File: config.mk
export PLATFORM = sky130hd
export DESIGN_NAME = nonce_scheduler_flat
export DESIGN_NICKNAME = d
export VERILOG_FILES = /design/src/rtl/nonce_scheduler_if.sv /design/src/rtl/nonce_scheduler.sv /design/src/flat_wrapper.sv
export SDC_FILE = /design/constraint.sdc
export NUM_CORES = 1
export LEC_CHECK = 0
export ABC_AREA = 1
export BUFFER_PORTS_ARGS = -buffer_cell sky130_fd_sc_hd__buf_2
export CAP_MARGIN = 40
export CORE_AREA = 2 2 177 179
export DETAILED_ROUTE_END_ITERATION = 8
export DIE_AREA = 0 0 179 181
export PLACE_DENSITY = 0.67
export SYNTH_ARGS = -nofsm -noshare
export SYNTH_HDL_FRONTEND = slang
export SYNTH_SLANG_ARGS = --single-unit
File: constraint.sdc
create_clock -name clk -period 3 [get_ports clk]
set_clock_uncertainty 0.2 [all_clocks]
set_input_delay 0.6 -clock clk [delete_from_list [all_inputs] [get_ports clk]]
set_output_delay 0.6 -clock clk [all_outputs]
set_load 0.005 [all_outputs]
File: src/rtl/nonce_scheduler_if.sv
// Signal bundle tying the phase-2 nonce scheduler to the top FSM, the core array and the memory port.
interface nonce_scheduler_if #(
    parameter int NUM_CORES = 4
);
    logic                    start;
    logic [15:0]             output_addr;
    logic                    busy;
    logic                    done;
    logic [NUM_CORES-1:0]    core_start;
    logic [32*NUM_CORES-1:0] core_nonce;
    logic [NUM_CORES-1:0]    core_done;
    logic [32*NUM_CORES-1:0] core_h0;
    logic                    mem_we;
    logic [15:0]             mem_addr;
    logic [31:0]             mem_write_data;

    modport master (
        input  start, output_addr, core_done, core_h0,
        output busy, done, core_start, core_nonce, mem_we, mem_addr, mem_write_data
    );

    modport slave (
        output start, output_addr, core_done, core_h0,
        input  busy, done, core_start, core_nonce, mem_we, mem_addr, mem_write_data
    );
endinterface

File: src/rtl/nonce_scheduler.sv
// Phase-2 scheduler: hands nonces to a pool of SHA-256 cores and writes each core's H0
// to output_addr + nonce, one dispatch and one write per cycle at most.
module nonce_scheduler #(
    parameter int NUM_NONCES = 16,
    parameter int NUM_CORES  = 4
) (
    input  logic              clk,
    input  logic              reset_n,
    nonce_scheduler_if.master bus
);
    localparam int CW = $clog2(NUM_NONCES + 1);
    localparam int PW = (NUM_CORES > 1) ? $clog2(NUM_CORES) : 1;

    typedef enum logic [1:0] {IDLE, RUN, FINISH} state_t;
    typedef enum logic [1:0] {FREE, RUNNING, PENDING} slot_t;

    state_t               state, next_state;
    slot_t                slot       [NUM_CORES];
    logic [CW-1:0]        slot_nonce [NUM_CORES];
    logic [31:0]          hold_h0    [NUM_CORES];
    logic [CW-1:0]        nonce_cnt;
    logic [PW-1:0]        rr_ptr;
    logic [15:0]          base_addr;

    logic                 disp_valid;
    logic [PW-1:0]        disp_idx;
    logic                 wb_valid;
    logic [PW-1:0]        wb_idx;
    logic                 all_free;
    logic [NUM_CORES-1:0] cap;
    logic                 busy_d, done_d;

    // NOTE: every always_comb output gets a default first, so no path infers a latch.
    always_comb begin
        disp_valid = 1'b0;
        disp_idx   = '0;
        all_free   = 1'b1;
        for (int i = NUM_CORES - 1; i >= 0; i--) begin
            if (slot[i] == FREE) begin
                disp_valid = 1'b1;
                disp_idx   = PW'(i);
            end else begin
                all_free = 1'b0;
            end
        end
        disp_valid = disp_valid && (state == RUN) && (nonce_cnt < CW'(NUM_NONCES));
    end

    // Round-robin search begins one past the slot written last.
    always_comb begin
        wb_valid = 1'b0;
        wb_idx   = '0;
        for (int k = 1; k <= NUM_CORES; k++) begin
            if (!wb_valid && slot[(int'(rr_ptr) + k) % NUM_CORES] == PENDING) begin
                wb_valid = 1'b1;
                wb_idx   = PW'((int'(rr_ptr) + k) % NUM_CORES);
            end
        end
        wb_valid = wb_valid && (state == RUN);
    end

    always_comb begin
        cap = '0;
        for (int i = 0; i < NUM_CORES; i++) begin
            cap[i] = bus.core_done[i] && (slot[i] == RUNNING);
        end
    end

    // NOTE: sequential state uses <= so every register sees pre-edge values of the others.
    always_ff @(posedge clk or negedge reset_n) begin
        if (!reset_n) begin
            state    <= IDLE;
            bus.busy <= 1'b0;
            bus.done <= 1'b0;
        end else begin
            state    <= next_state;
            bus.busy <= busy_d;
            bus.done <= done_d;
        end
    end

    always_comb begin
        next_state = state;
        case (state)
            IDLE:    if (bus.start) next_state = RUN;
            RUN:     if (nonce_cnt == CW'(NUM_NONCES) && all_free) next_state = FINISH;
            FINISH:  next_state = IDLE;
            default: next_state = IDLE;
        endcase
    end

    always_comb begin
        busy_d = (next_state == RUN);
        done_d = (next_state == FINISH);
    end

    // Slot transitions FREE->RUNNING, RUNNING->PENDING, PENDING->FREE are mutually exclusive.
    always_ff @(posedge clk or negedge reset_n) begin
        if (!reset_n) begin
            nonce_cnt          <= '0;
            rr_ptr             <= '0;
            base_addr          <= '0;
            bus.core_start     <= '0;
            bus.core_nonce     <= '0;
            bus.mem_we         <= 1'b0;
            bus.mem_addr       <= '0;
            bus.mem_write_data <= '0;
            for (int i = 0; i < NUM_CORES; i++) begin
                slot[i]       <= FREE;
                slot_nonce[i] <= '0;
            end
        end else begin
            bus.core_start <= '0;
            bus.mem_we     <= 1'b0;

            if (state == IDLE && bus.start) begin
                base_addr <= bus.output_addr;
                nonce_cnt <= '0;
            end

            if (disp_valid) begin
                bus.core_start[disp_idx]            <= 1'b1;
                bus.core_nonce[32*disp_idx +: 32]   <= 32'(nonce_cnt);
                slot_nonce[disp_idx]                <= nonce_cnt;
                slot[disp_idx]                      <= RUNNING;
                nonce_cnt                           <= nonce_cnt + 1'b1;
            end

            for (int i = 0; i < NUM_CORES; i++) begin
                if (cap[i]) slot[i] <= PENDING;
            end

            // slot_nonce stays stable until redispatch, so it doubles as the captured nonce.
            if (wb_valid) begin
                bus.mem_we         <= 1'b1;
                bus.mem_addr       <= base_addr + 16'(slot_nonce[wb_idx]);
                bus.mem_write_data <= hold_h0[wb_idx];
                slot[wb_idx]       <= FREE;
                rr_ptr             <= wb_idx;
            end
        end
    end

    // NOTE: the H0 holding registers carry no reset; slot state alone says when they are valid.
    always_ff @(posedge clk) begin
        for (int i = 0; i < NUM_CORES; i++) begin
            if (cap[i]) hold_h0[i] <= bus.core_h0[32*i +: 32];
        end
    end
endmodule

File: src/flat_wrapper.sv
// flat-port wrapper written by rule: the top's interface ports become plain ports
module nonce_scheduler_flat 
#(
    parameter int NUM_NONCES = 16,
    parameter int NUM_CORES  = 4
)
  (clk, reset_n, bus_start, bus_output_addr, bus_core_done, bus_core_h0, bus_busy, bus_done, bus_core_start, bus_core_nonce, bus_mem_we, bus_mem_addr, bus_mem_write_data);
  nonce_scheduler_if #(.NUM_CORES(NUM_CORES)) bus_i ();
  input  logic clk;
  input  logic reset_n;
  input wire logic [$bits(bus_i.start)-1:0] bus_start;
  input wire logic [$bits(bus_i.output_addr)-1:0] bus_output_addr;
  input wire logic [$bits(bus_i.core_done)-1:0] bus_core_done;
  input wire logic [$bits(bus_i.core_h0)-1:0] bus_core_h0;
  output wire logic [$bits(bus_i.busy)-1:0] bus_busy;
  output wire logic [$bits(bus_i.done)-1:0] bus_done;
  output wire logic [$bits(bus_i.core_start)-1:0] bus_core_start;
  output wire logic [$bits(bus_i.core_nonce)-1:0] bus_core_nonce;
  output wire logic [$bits(bus_i.mem_we)-1:0] bus_mem_we;
  output wire logic [$bits(bus_i.mem_addr)-1:0] bus_mem_addr;
  output wire logic [$bits(bus_i.mem_write_data)-1:0] bus_mem_write_data;
  assign bus_i.start = bus_start;
  assign bus_i.output_addr = bus_output_addr;
  assign bus_i.core_done = bus_core_done;
  assign bus_i.core_h0 = bus_core_h0;
  assign bus_busy = bus_i.busy;
  assign bus_done = bus_i.done;
  assign bus_core_start = bus_i.core_start;
  assign bus_core_nonce = bus_i.core_nonce;
  assign bus_mem_we = bus_i.mem_we;
  assign bus_mem_addr = bus_i.mem_addr;
  assign bus_mem_write_data = bus_i.mem_write_data;
  nonce_scheduler #(.NUM_NONCES(NUM_NONCES), .NUM_CORES(NUM_CORES)) u_core (.clk(clk), .reset_n(reset_n), .bus(bus_i));
endmodule
# Word level (Yosys, flattened, before mapping)
# Memories as Yosys holds them, arrays and structs flattened. A register that Yosys moved wholly into a read port is not among the register bits.
# Index checks and enable logic that the tools add are counted.
dict set report word_totals {
  regBits 204
  mem_bits_rw 128
  in_bits 151
  out_inout_bits 183
  wordCells 160
  memories 1
}
dict set report op_classes {
  add_sub_neg 7
  magnitude_cmp 11
  eq_ne 12
  shift 2
  muxes 65
  n_bitwise 15
  n_reduce_logical 29
}
# name depth word_bits read_ports rd_clocked_by_memory_dff write_ports line_no
set memory_table {}
lappend memory_table {u_core.hold_h0 4 32 1 1 4 nonce_scheduler.sv:20} ;# logic [31:0] hold_h0 [NUM_CORES];
# op n
set ops {}
lappend ops {{$bwmux W128} 1}
lappend ops {{$ge A32 B3 Y1 const B} 4}
lappend ops {{$not A32 Y32} 4}
lappend ops {{$shift A32 B34 Y128 const A} 1}
lappend ops {{$shiftx A32 B34 Y128} 1}
lappend ops {{$mux W2} 24}
lappend ops {{$neg A7 Y34} 1}
lappend ops {{$mux W5} 5}
lappend ops {{$mux W1} 21}
lappend ops {{$bwmux W20} 1}
lappend ops {{$add A16 B5 Y16} 1}
lappend ops {{$bmux W2 S2} 4}
lappend ops {{$mux W8} 2}
lappend ops {{$logic_and A1 B1 Y1} 15}
lappend ops {{$eq A2 B1 Y1 const B} 6}
lappend ops {{$bmux W5 S2} 1}
lappend ops {{$demux W5 S2} 1}
lappend ops {{$eq A2 B2 Y1 const B} 5}
lappend ops {{$logic_not A2 Y1} 5}
lappend ops {{$and A8 B8 Y8} 1}
lappend ops {{$demux W2 S2} 2}
lappend ops {{$not A8 Y8} 1}
lappend ops {{$reduce_or A2 Y1} 4}
lappend ops {{$ge A3 B3 Y1 const B} 2}
lappend ops {{18 further kinds} 28}

# Longest topological paths before layout
# Gate-level depths: netlist (run 1).
dict set report depth {
  word_depth 26
  depth_mapped 30
  mapped_depth_nobuf 28
}

# Least setup slack after synthesis (run 1)
# No wires, ideal clock.
dict set report synth_timing {
  path_type {reg-to-reg}
  startpoint {register u_core.rr_ptr[0]}
  endpoint {register u_core.bus.mem_addr[12]}
  setup_ps 83
  arrival_time_ps 3023
  t_required_ps 2717
  slack_ps -306
  stages_incl_launch_ff 28
  path_buffers 2
  period_less_slack_ps 3306
  cell_sequence {dfrtp_1 -> buf_6 -> inv_6 -> nand2_1 -> nand2_2 -> nand3_2 -> nand2_2 -> nand2_2 -> nand3_1 -> nand2_4 -> nand2_4 -> buf_2 -> nand2_1 -> o21ai_0 -> nand2_1 -> nand2_1 -> inv_1 -> ha_1 -> fa_1 -> nand3_1 -> nand3_1 -> nand2_1 -> a21o_1 -> nor2_1 -> nand2_1 -> nor2_1 -> xnor2_1 -> o21ai_0}
}
dict set report synth_between {
  elab_chain_cells 21
  word_cells_on_any_way 44
  classes_between {5 x add/sub; 4 x eq/ne; 23 x mux; 5 x bitwise; 7 x reduce/logical}
}
# item line_no
set synth_rtl {}
lappend synth_rtl {{from (decl)} nonce_scheduler.sv:22} ;# logic [PW-1:0] rr_ptr;
lappend synth_rtl {{from (signal assigned)} nonce_scheduler.sv:139} ;# rr_ptr <= wb_idx;
lappend synth_rtl {{$add A2 B1 Y2} {nonce_scheduler.sv:54, nonce_scheduler.sv:56}}
lappend synth_rtl {{$not A32 Y32 (not written as such)} nonce_scheduler.sv:54} ;# if (!wb_valid && slot[(int'(rr_ptr) + k) % NUM_CORES] == PENDING) begin
lappend synth_rtl {{$bmux W2 S2} nonce_scheduler.sv:54}
lappend synth_rtl {{$mux W2 (not written as such) (2 in series)} nonce_scheduler.sv:54}
lappend synth_rtl {{$eq A2 B2 Y1} nonce_scheduler.sv:54}
lappend synth_rtl {{$mux W1} nonce_scheduler.sv:54}
lappend synth_rtl {{$logic_not A1 Y1} nonce_scheduler.sv:54}
lappend synth_rtl {{$logic_and A1 B1 Y1} nonce_scheduler.sv:54}
lappend synth_rtl {{[... 3 more ...]} n/a}
lappend synth_rtl {{$mux W1} nonce_scheduler.sv:54}
lappend synth_rtl {{$logic_not A1 Y1} nonce_scheduler.sv:54}
lappend synth_rtl {{$logic_and A1 B1 Y1} nonce_scheduler.sv:54}
lappend synth_rtl {{$mux W2} nonce_scheduler.sv:54}
lappend synth_rtl {{$not A2 Y3 (not written as such)} nonce_scheduler.sv:136} ;# bus.mem_addr <= base_addr + 16'(slot_nonce[wb_idx]);
lappend synth_rtl {{$bmux W5 S2} nonce_scheduler.sv:136}
lappend synth_rtl {{$mux W5 (not written as such) (2 in series)} nonce_scheduler.sv:136}
lappend synth_rtl {{$add A16 B5 Y16} nonce_scheduler.sv:136}
lappend synth_rtl {{to (signal assigned)} nonce_scheduler.sv:136}
lappend synth_rtl {{to (decl)} nonce_scheduler_if.sv:19} ;# output busy, done, core_start, core_nonce, mem_we, mem_addr, mem_write_data
# Parallel ways exist; a longest one is shown, timed or not. The select of a mux whose other input is x is not followed.
# A chain may end at the register's enable or synchronous reset.

# Worst setup path in the final report (run 1)
# Same ends and word-level chain as after synthesis.

==> results of run 1 <==
==> timing repair <==
action	CTS	global route
buffers inserted	4	8
endpoints found under the hold margin	111	1
resized for setup	21	20
pin swaps	5	9
hold buffers	81	1
setup endpoints to repair	34	50
==> worst register-to-register path: stages (launching register included) <==
cell,delay (ns)
dfrtp_2,0.47
buf_4,0.17
nand2_2,0.07
nand2_1,0.07
nand2_1,0.08
nand2_2,0.09
nand2_2,0.09
nand2_1,0.06
nand2_2,0.07
nand2_4,0.07
nand2_8,0.09
nand2_1,0.06
o21ai_1,0.07
nand2_1,0.06
nand2_1,0.07
inv_1,0.04
ha_2,0.19
fa_2,0.35
nand3_2,0.07
nand3_2,0.09
nand2_2,0.08
a21o_1,0.15
nor2_2,0.06
nand2_1,0.09
nor2_2,0.05
xnor2_1,0.15
o21ai_1,0.08
==> layout make-up <==
class	count	area, sq um	area share, %
flip-flops and latches	256	7048	46.24
multi-input cells	868	4101	26.91
repair buffers	363	2467	16.19
clock buffers	39	762.0	5.000
well taps	396	495.5	3.251
inverters	72	280.3	1.839
clock inverters	12	83.83	0.5500
diodes	1	2.502	0.01642
==> power groups by stage <==
| stage | Sequential [mW] | Clock (mW) | Combinational (mW) |
|---|---|---|---|
| finish | 4.31 | 3.18 | 8.59 |
| global route | 4.34 | 3.40 | 9.71 |
| CTS | 4.31 | 3.24 | 8.36 |
| detailed placement | 4.36 | 0 | 8.07 |
| global placement | 4.37 | 0 | 7.79 |
| floorplan | 4.33 | 0 | 6.19 |
==> worst max path at each step <==
stage	cells after the start	start	slack, ns	to
after floorplan	29	u_core.rr_ptr[0]$_DFFE_PN0P_	-0.23	u_core.bus.mem_addr[12]$_DFFE_PN0P_
after global placement	25	u_core.rr_ptr[0]$_DFFE_PN0P_	-0.31	u_core.bus.mem_addr[12]$_DFFE_PN0P_
after detailed placement	25	u_core.rr_ptr[0]$_DFFE_PN0P_	-0.50	u_core.bus.mem_addr[12]$_DFFE_PN0P_
after CTS	26	u_core.rr_ptr[0]$_DFFE_PN0P_	-0.30	u_core.bus.mem_addr[12]$_DFFE_PN0P_
after global routing	26	u_core.rr_ptr[0]$_DFFE_PN0P_	-0.61	u_core.bus.mem_addr[12]$_DFFE_PN0P_
final	26	u_core.rr_ptr[0]$_DFFE_PN0P_	-0.32	u_core.bus.mem_addr[12]$_DFFE_PN0P_
==> flip-flops by register name, indices dropped and copies added (netlist names) <==
register                   flops
u_core.base_addr              16
u_core.bus.busy                1
u_core.bus.core_nonce         20
u_core.bus.core_start          4
u_core.bus.done                1
u_core.bus.mem_addr           16
u_core.bus.mem_we              1
u_core.bus.mem_write_data     32
u_core.hold_h0               128
u_core.nonce_cnt               5
u_core.rr_ptr                  2
u_core.slot                    8
u_core.slot_nonce             20
u_core.state                   2
==> kinds of logic (layout without fill, tap and decap cells) <==
kind of cell / after synthesis / in the layout / synth area share [%]
flops: 256 / 256 / 58.73
other cells: 1 / 109 / 0.03126
buf+inv: 228 / 486 / 11.92
fa+ha+maj: 16 / 16 / 1.731
xor+xnor: 11 / 11 / 0.8030
simple gates: 645 / 645 / 22.61
compound gates: 88 / 88 / 4.172
==> cell usage in the layout, fill, tap and decap left out, types with 9 or more instances in the layout <==
cell,instances
a21oi_1,10
buf_2,224
buf_4,47
clkbuf_1,9
clkbuf_16,28
conb_1,108
dfrtp_1,127
dlygate4sd3_1,82
edfxtp_1,128
ha_1,11
inv_1,60
nand2_1,490
nand2_2,16
nand3_1,59
nand3_2,25
nor2_1,30
o21ai_0,41
o21ai_1,12
o41ai_1,9
==> routing by layer <==
metal	track usage, %	wire length (um)
met3	3.199	2011
met2	34.18	15990
met5	0	0
met1	24.21	12900
met4	5.984	985
==> through the flow <==
step,instance area [sq um],instances
floorplan,12460,1352
global placement,13320,1860
detailed placement,13350,1861
CTS,15100,1997
global route,15240,2007
finish,15240,2007
==> results.py, run 1 <==
metrics = {
    "outcome": {
        "status": "complete, but fails checks",
        "violations": "setup timing",
    },
    "critical_path": {
        "r2r_end": "u_core.bus.mem_addr[12]$_DFFE_PN0P_",
        "start_kind": "register",
        "path_max_fanout": 9,
        "path_buf_inv": 2,
        "worstSetupEndpointType": "register",
        "critPathMaxStageDelay_ns": 0.47,
        "cp_top_family": "simple AND/OR/NAND/NOR gates",
        "path_class": "register to register",
        "reg2reg_depth": 26,
        "crit_top_cell": "nand2_1",
        "ff2ff_setup_slack_ns": -0.32,
        "arrival_ns": 3.54,
        "cpMaxStageDelayCell": "dfrtp_2",
        "crit_required_ns": 3.21,
        "r2r-start": "u_core.rr_ptr[0]$_DFFE_PN0P_",
    },
    "clock_tree": {
        "cts_buffers": 28,
        "tritoncts": "yes",
        "h-tree-depth": 1,
        "clkSinkCount": 256,
        "cts.path.max_buffers": 3,
        "insertion_delay_ns": 0.56,
        "clock_tree.root_cell": "clkbuf_16",
        "path_clk_slew_ns": 0.06,
    },
    "floorplanning": {
        "initial_utilization_pct": 39.53,
        "die_h_um": 181,
        "die_x_um": 179,
        "io_pins": 334,
        "num_rows": 64,
        "die-area_sq_um": 32400,
        "core_sq_um": 30350,
    },
    "power_and_ir_drop": {
        "comb_power_share_pct": 53.4,
        "power_frac_seq_pct": 26.8,
        "switching_share_pct": 44.65,
        "p_int_mw": 8.898,
        "finalPower_mw": 16.08,
        "p_leak_nw": 7.595,
        "p_clk_share_pct": 19.8,
        "switchingPower_mw": 7.178,
        "cellPowerDensity_nw_per_um2": 1055,
        "max-vdd-ir-drop_uv": 1180,
    },
    "yosys": {
        "synth_edf_count": 128,
        "synth_area_sq_um": 12000,
        "ys.flop_type": "edfxtp_1",
        "synth_cell_types": 35,
        "synth.most_common_cell": "nand2_1",
        "ys_seq_area_share_pct": 58.73,
        "yosys.area.top_type": "edfxtp_1",
        "ys_ff_latch": 256,
        "synth_area_leaders": "edfxtp_1, dfrtp_1, nand2_1",
        "synth_warnings": 0,
        "syn-mean-instance-area_sq_um": 9.637,
        "synth_cells": 1245,
        "synth_commonest_cells": "nand2_1, dfrtp_1, edfxtp_1",
        "synthArstFlopShare_pct": 50.00,
        "synth_top_area_share_pct": 32.04,
    },
    "routing": {
        "antenna_left": 0,
        "drc": 0,
        "routed_wl_mm": 31.89,
        "drtPass1Iterations": 5,
        "via_count": 9275,
        "drt_iter0_markers": 511,
        "wl_per_cell_um": 15.89,
        "viasPerCell": 4.621,
    },
    "sta": {
        "rsz0062_at_grt": "yes",
        "finalSetupTns_ns": -3.179,
        "slew_viol_final": 0,
        "finalHoldViolCount": 0,
        "fmax_mhz": 300.8,
        "whs_ns": 0.02007,
        "max_slew_margin_pct": 40.70,
        "setup_slack_ns": -0.3243,
        "period_share_pct": 110.8,
        "min_period_ns": 3.324,
        "worstMarginPinSlew_ns": 0.8895,
        "setup_viol": 32,
    },
    "cells_and_area": {
        "drive_gt1_share_pct": 25.03,
        "area_growth_pct": 27.03,
        "n_fill_cell": 2712,
        "fin_nets": 1756,
        "post-route-util_pct": 50.22,
    },
    "global_routing": {
        "antenna_found_initial": 1,
        "grt_usage_pct": 19.41,
        "grt_pass1_wl_mm": 49.17,
        "overflow": 0,
        "grt_max_degree": 67,
        "grt_pass1_vias": 9165,
    },
    "hold_path": {
        "hp-class": "primary input to register",
        "whs_endpoint": "u_core.hold_h0[0][12]$_DFFE_PP_",
        "hold_depth": 1,
        "worstHoldStart": "bus_core_h0[12]",
    },
    "placed_design": {
        "gp_congestion": 0.8268,
        "io_buffer_count": 225,
        "hpwl_mm": 20.80,
        "place_ws_ns": -0.4956,
    },
    "flow_run": {
        "maxCapViolations": 0,
    },
}
Note: power is estimated with default switching activity, not from simulation.
==> run 2: changes to the inputs <==
--- a/config.mk
+++ b/config.mk
@@ -5,13 +5,13 @@
 export SDC_FILE = /design/constraint.sdc
 export NUM_CORES = 1
 export LEC_CHECK = 0
-export ABC_AREA = 1
+export ABC_AREA = 0
 export BUFFER_PORTS_ARGS = -buffer_cell sky130_fd_sc_hd__buf_2
 export CAP_MARGIN = 40
-export CORE_AREA = 2 2 177 179
+export CORE_AREA = 2 2 170 172
 export DETAILED_ROUTE_END_ITERATION = 8
-export DIE_AREA = 0 0 179 181
-export PLACE_DENSITY = 0.67
+export DIE_AREA = 0 0 172 174
+export PLACE_DENSITY = 0.69
 export SYNTH_ARGS = -nofsm -noshare
 export SYNTH_HDL_FRONTEND = slang
 export SYNTH_SLANG_ARGS = --single-unit
==> results.py, run 2 <==
metrics = {
    "outcome": {
        "status": "complete, but fails checks",
        "violations": "setup timing",
    },
    "floorplanning": {
        "num_rows": 62,
        "die_h_um": 174,
        "die_x_um": 172,
        "core_sq_um": 28240,
        "io_pins": 334,
        "die-area_sq_um": 29930,
        "initial_utilization_pct": 39.36,
    },
    "clock_tree": {
        "insertion_delay_ns": 0.53,
        "cts.path.max_buffers": 3,
        "clkSinkCount": 256,
        "h-tree-depth": 1,
        "tritoncts": "yes",
        "cts_buffers": 27,
        "path_clk_slew_ns": 0.06,
        "clock_tree.root_cell": "clkbuf_16",
    },
    "yosys": {
        "ys.flop_type": "edfxtp_1",
        "syn-mean-instance-area_sq_um": 13.82,
        "synth_compound_area_share_pct": 6.305,
        "synth_warnings": 0,
        "synth_area_sq_um": 11110,
        "synthArstFlopShare_pct": 50.00,
        "ys_seq_area_share_pct": 63.41,
        "yosys.area.top_type": "edfxtp_1",
        "synth_commonest_cells": "dfrtp_1, edfxtp_1, nand2_1",
        "yosys.area_share.simple_pct": 8.286,
        "synth_fa_ha_area_share_pct": 1.869,
        "synth_cell_types": 53,
        "synth_top_family_by_area": "multiplexers",
        "synth_cells": 804,
        "synth_edf_count": 128,
        "ys_ff_latch": 256,
        "synthMuxAreaShare_pct": 9.581,
        "synth_top_area_share_pct": 34.59,
        "synthXorXnorAreaFrac_pct": 1.182,
        "synth_area_leaders": "edfxtp_1, dfrtp_1, buf_4",
    },
    "cells_and_area": {
        "reg_top3": "u_core.hold_h0: 128 flops, u_core.bus.mem_write_data: 32 flops",
        "fin_cells": 1501,
        "n_fill_cell": 2433,
        "multiInputGateArea_sq_um": 3612,
        "layout_commonest_cell": "buf_2",
        "fin_nets": 1257,
        "area_growth_pct": 23.41,
        "most-common-layout-cells": "buf_2, dfrtp_1, edfxtp_1",
        "drive_gt1_share_pct": 37.80,
        "top_register": "u_core.hold_h0",
        "postLayoutCellArea_sq_um": 13710,
        "largest_reg_flops": 128,
        "seq_area_sq_um": 7047,
    },
    "global_routing": {
        "grt_pass1_vias": 7194,
        "antenna_found_initial": 7,
        "grt_pass1_wl_mm": 40.03,
        "overflow": 0,
        "grt_max_degree": 60,
        "grt_usage_pct": 17.45,
    },
    "power_and_ir_drop": {
        "p_leak_nw": 6.119,
        "p_int_mw": 10.18,
        "cellPowerDensity_nw_per_um2": 1151,
        "max-vdd-ir-drop_uv": 789.8,
        "switchingPower_mw": 5.600,
        "p_clk_share_pct": 20.8,
        "switching_share_pct": 35.48,
        "power_frac_seq_pct": 33.9,
        "comb_power_share_pct": 45.3,
    },
    "critical_path": {
        "arrival_ns": 3.48,
        "path_max_fanout": 5,
        "worstSetupEndpointType": "register",
        "crit_required_ns": 3.25,
        "path_class": "register to register",
        "worstSetupStartpoint": "u_core.slot[0]$_DFF_PN0_",
        "start_kind": "register",
        "r2r-start": "u_core.slot[0]$_DFF_PN0_",
    },
    "placed_design": {
        "dpl-instance-area_sq_um": 12580,
        "hpwl_mm": 17.97,
        "dp_cells": 1432,
        "gp_congestion": 0.8232,
        "io_buffer_count": 225,
    },
    "routing": {
        "drc": 0,
        "via_count": 6989,
        "antenna_left": 0,
        "viasPerCell": 4.656,
        "drtPass1Iterations": 4,
        "routed_wl_mm": 26.13,
        "wl_per_cell_um": 17.41,
        "drt_iter0_markers": 331,
    },
    "sta": {
        "rsz0062_at_grt": "yes",
        "finalHoldViolCount": 0,
        "setup_viol": 12,
        "min_period_ns": 3.237,
        "slew_viol_final": 0,
        "setup_slack_ns": -0.2370,
        "period_share_pct": 107.9,
        "whs_ns": 0.03924,
        "worstMarginPinSlew_ns": 0.7414,
        "max_slew_margin_pct": 50.46,
        "fmax_mhz": 308.9,
    },
    "hold_path": {
        "worstHoldStart": "bus_core_h0[30]",
        "hp-class": "primary input to register",
    },
    "flow_run": {
        "maxCapViolations": 0,
    },
}
[run 2: cell types whose count changed in the layout (fill, tap and decap cells not counted), moves of 22 or more]
| cell | previous run | this run |
|---|---|---|
| nand3_2 | 25 | 3 |
| mux2_2 | 0 | 26 |
| nand2_1 | 490 | 122 |
| mux4_2 | 0 | 24 |
| dlygate4sd3_1 | 82 | 1 |
| inv_1 | 60 | 9 |
| nand3_1 | 59 | 3 |
[run 2: timing repair]
item | CTS | global route
pin swaps | 20 | 14
hold buffers | 1 | 0
setup endpoints to repair | 11 | 40
hold endpoints to repair | 56 | 0
gates resized for setup | 21 | 11
setup buffers | 11 | 1
[run 2: routing by layer]
| metal | vias to the layer above | GRT usage (%) | share of wire (%) |
|---|---|---|---|
| li1 | 3243 | - | - |
| met1 | 3409 | 22.39 | 41 |
| met2 | 290 | 29.94 | 50 |
| met3 | 45 | 3.256 | 6.5 |
| met4 | 2 | 5.427 | 2.8 |
| met5 | - | 0 | 0.027 |
[run 2: cell families (layout without fill, tap and decap cells)]
family,count (synthesis),after routing
AND/OR/NAND/NOR,199,199
buffers and inverters,146,346
XOR/XNOR,15,15
adder cells (fa/ha/maj),16,16
flip-flops,256,256
AO/OA/AOI/OAI,105,105
other,1,114
multiplexers,66,66
[run 2: worst max-delay path, cell delays in order, from the launching register on]
cell      delay, ns
dfrtp_1        0.39
nand3b_1       0.23
a32oi_2        0.29
and3_4         0.26
nand2_1        0.08
and3_4         0.20
a31oi_4        0.15
ha_1           0.25
a21o_1         0.16
a21o_1         0.19
a211oi_4       0.25
buf_4          0.16
nor3_1         0.05
xnor2_1        0.14
o21ai_0        0.14
[run 2: area by class of cell]
| type | count | share of cell area (%) |
|---|---|---|
| Sequential cell | 256 | 51.38 |
| Multi-Input combinational cell | 509 | 26.34 |
| Timing Repair Buffer | 286 | 12.09 |
| Clock buffer | 36 | 5.173 |
| Tap cell | 384 | 3.503 |
| Clock inverter | 14 | 1.131 |
| Inverter | 10 | 0.2737 |
| Antenna cell | 6 | 0.1095 |
[run 2: final timing paths]
path	cells after the start	slack (ns)	end
max	14	-0.24	u_core.bus.mem_addr[11]$_DFFE_PN0P_
min	1	0.04	u_core.hold_h0[0][30]$_DFFE_PP_
max reg2reg	14	-0.24	u_core.bus.mem_addr[11]$_DFFE_PN0P_
min reg2reg	1	0.27	u_core.bus.busy$_DFF_PN0_
max in group asynchronous	3	1.47	u_core.base_addr[15]$_DFFE_PN0P_
min in group asynchronous	2	0.43	u_core.bus.mem_write_data[0]$_DFFE_PN0P_
[run 2: power groups by stage]
stage | sequential [mW] | combinational (mW) | clock [mW]
finish | 5.35 | 7.15 | 3.28
global route | 5.46 | 7.87 | 3.51
CTS | 5.34 | 7.10 | 3.36
detailed placement | 5.39 | 6.68 | 0
global placement | 5.37 | 6.54 | 0
floorplan | 5.26 | 4.73 | 0
[run 2: metrics by stage]
step | TNS, ns | setup WS, ns | util, % | power, mW
finish | -2.239 | -0.2370 | 48.57 | 15.78
global placement | -1.039 | -0.1480 | 44.56 | 11.91
global route | -3.877 | -0.3621 | 48.57 | 16.84
floorplan | -3.529 | -0.3729 | - | 9.987
CTS | -1.597 | -0.1692 | 48.30 | 15.80
detailed placement | -2.123 | -0.2498 | 44.56 | 12.07
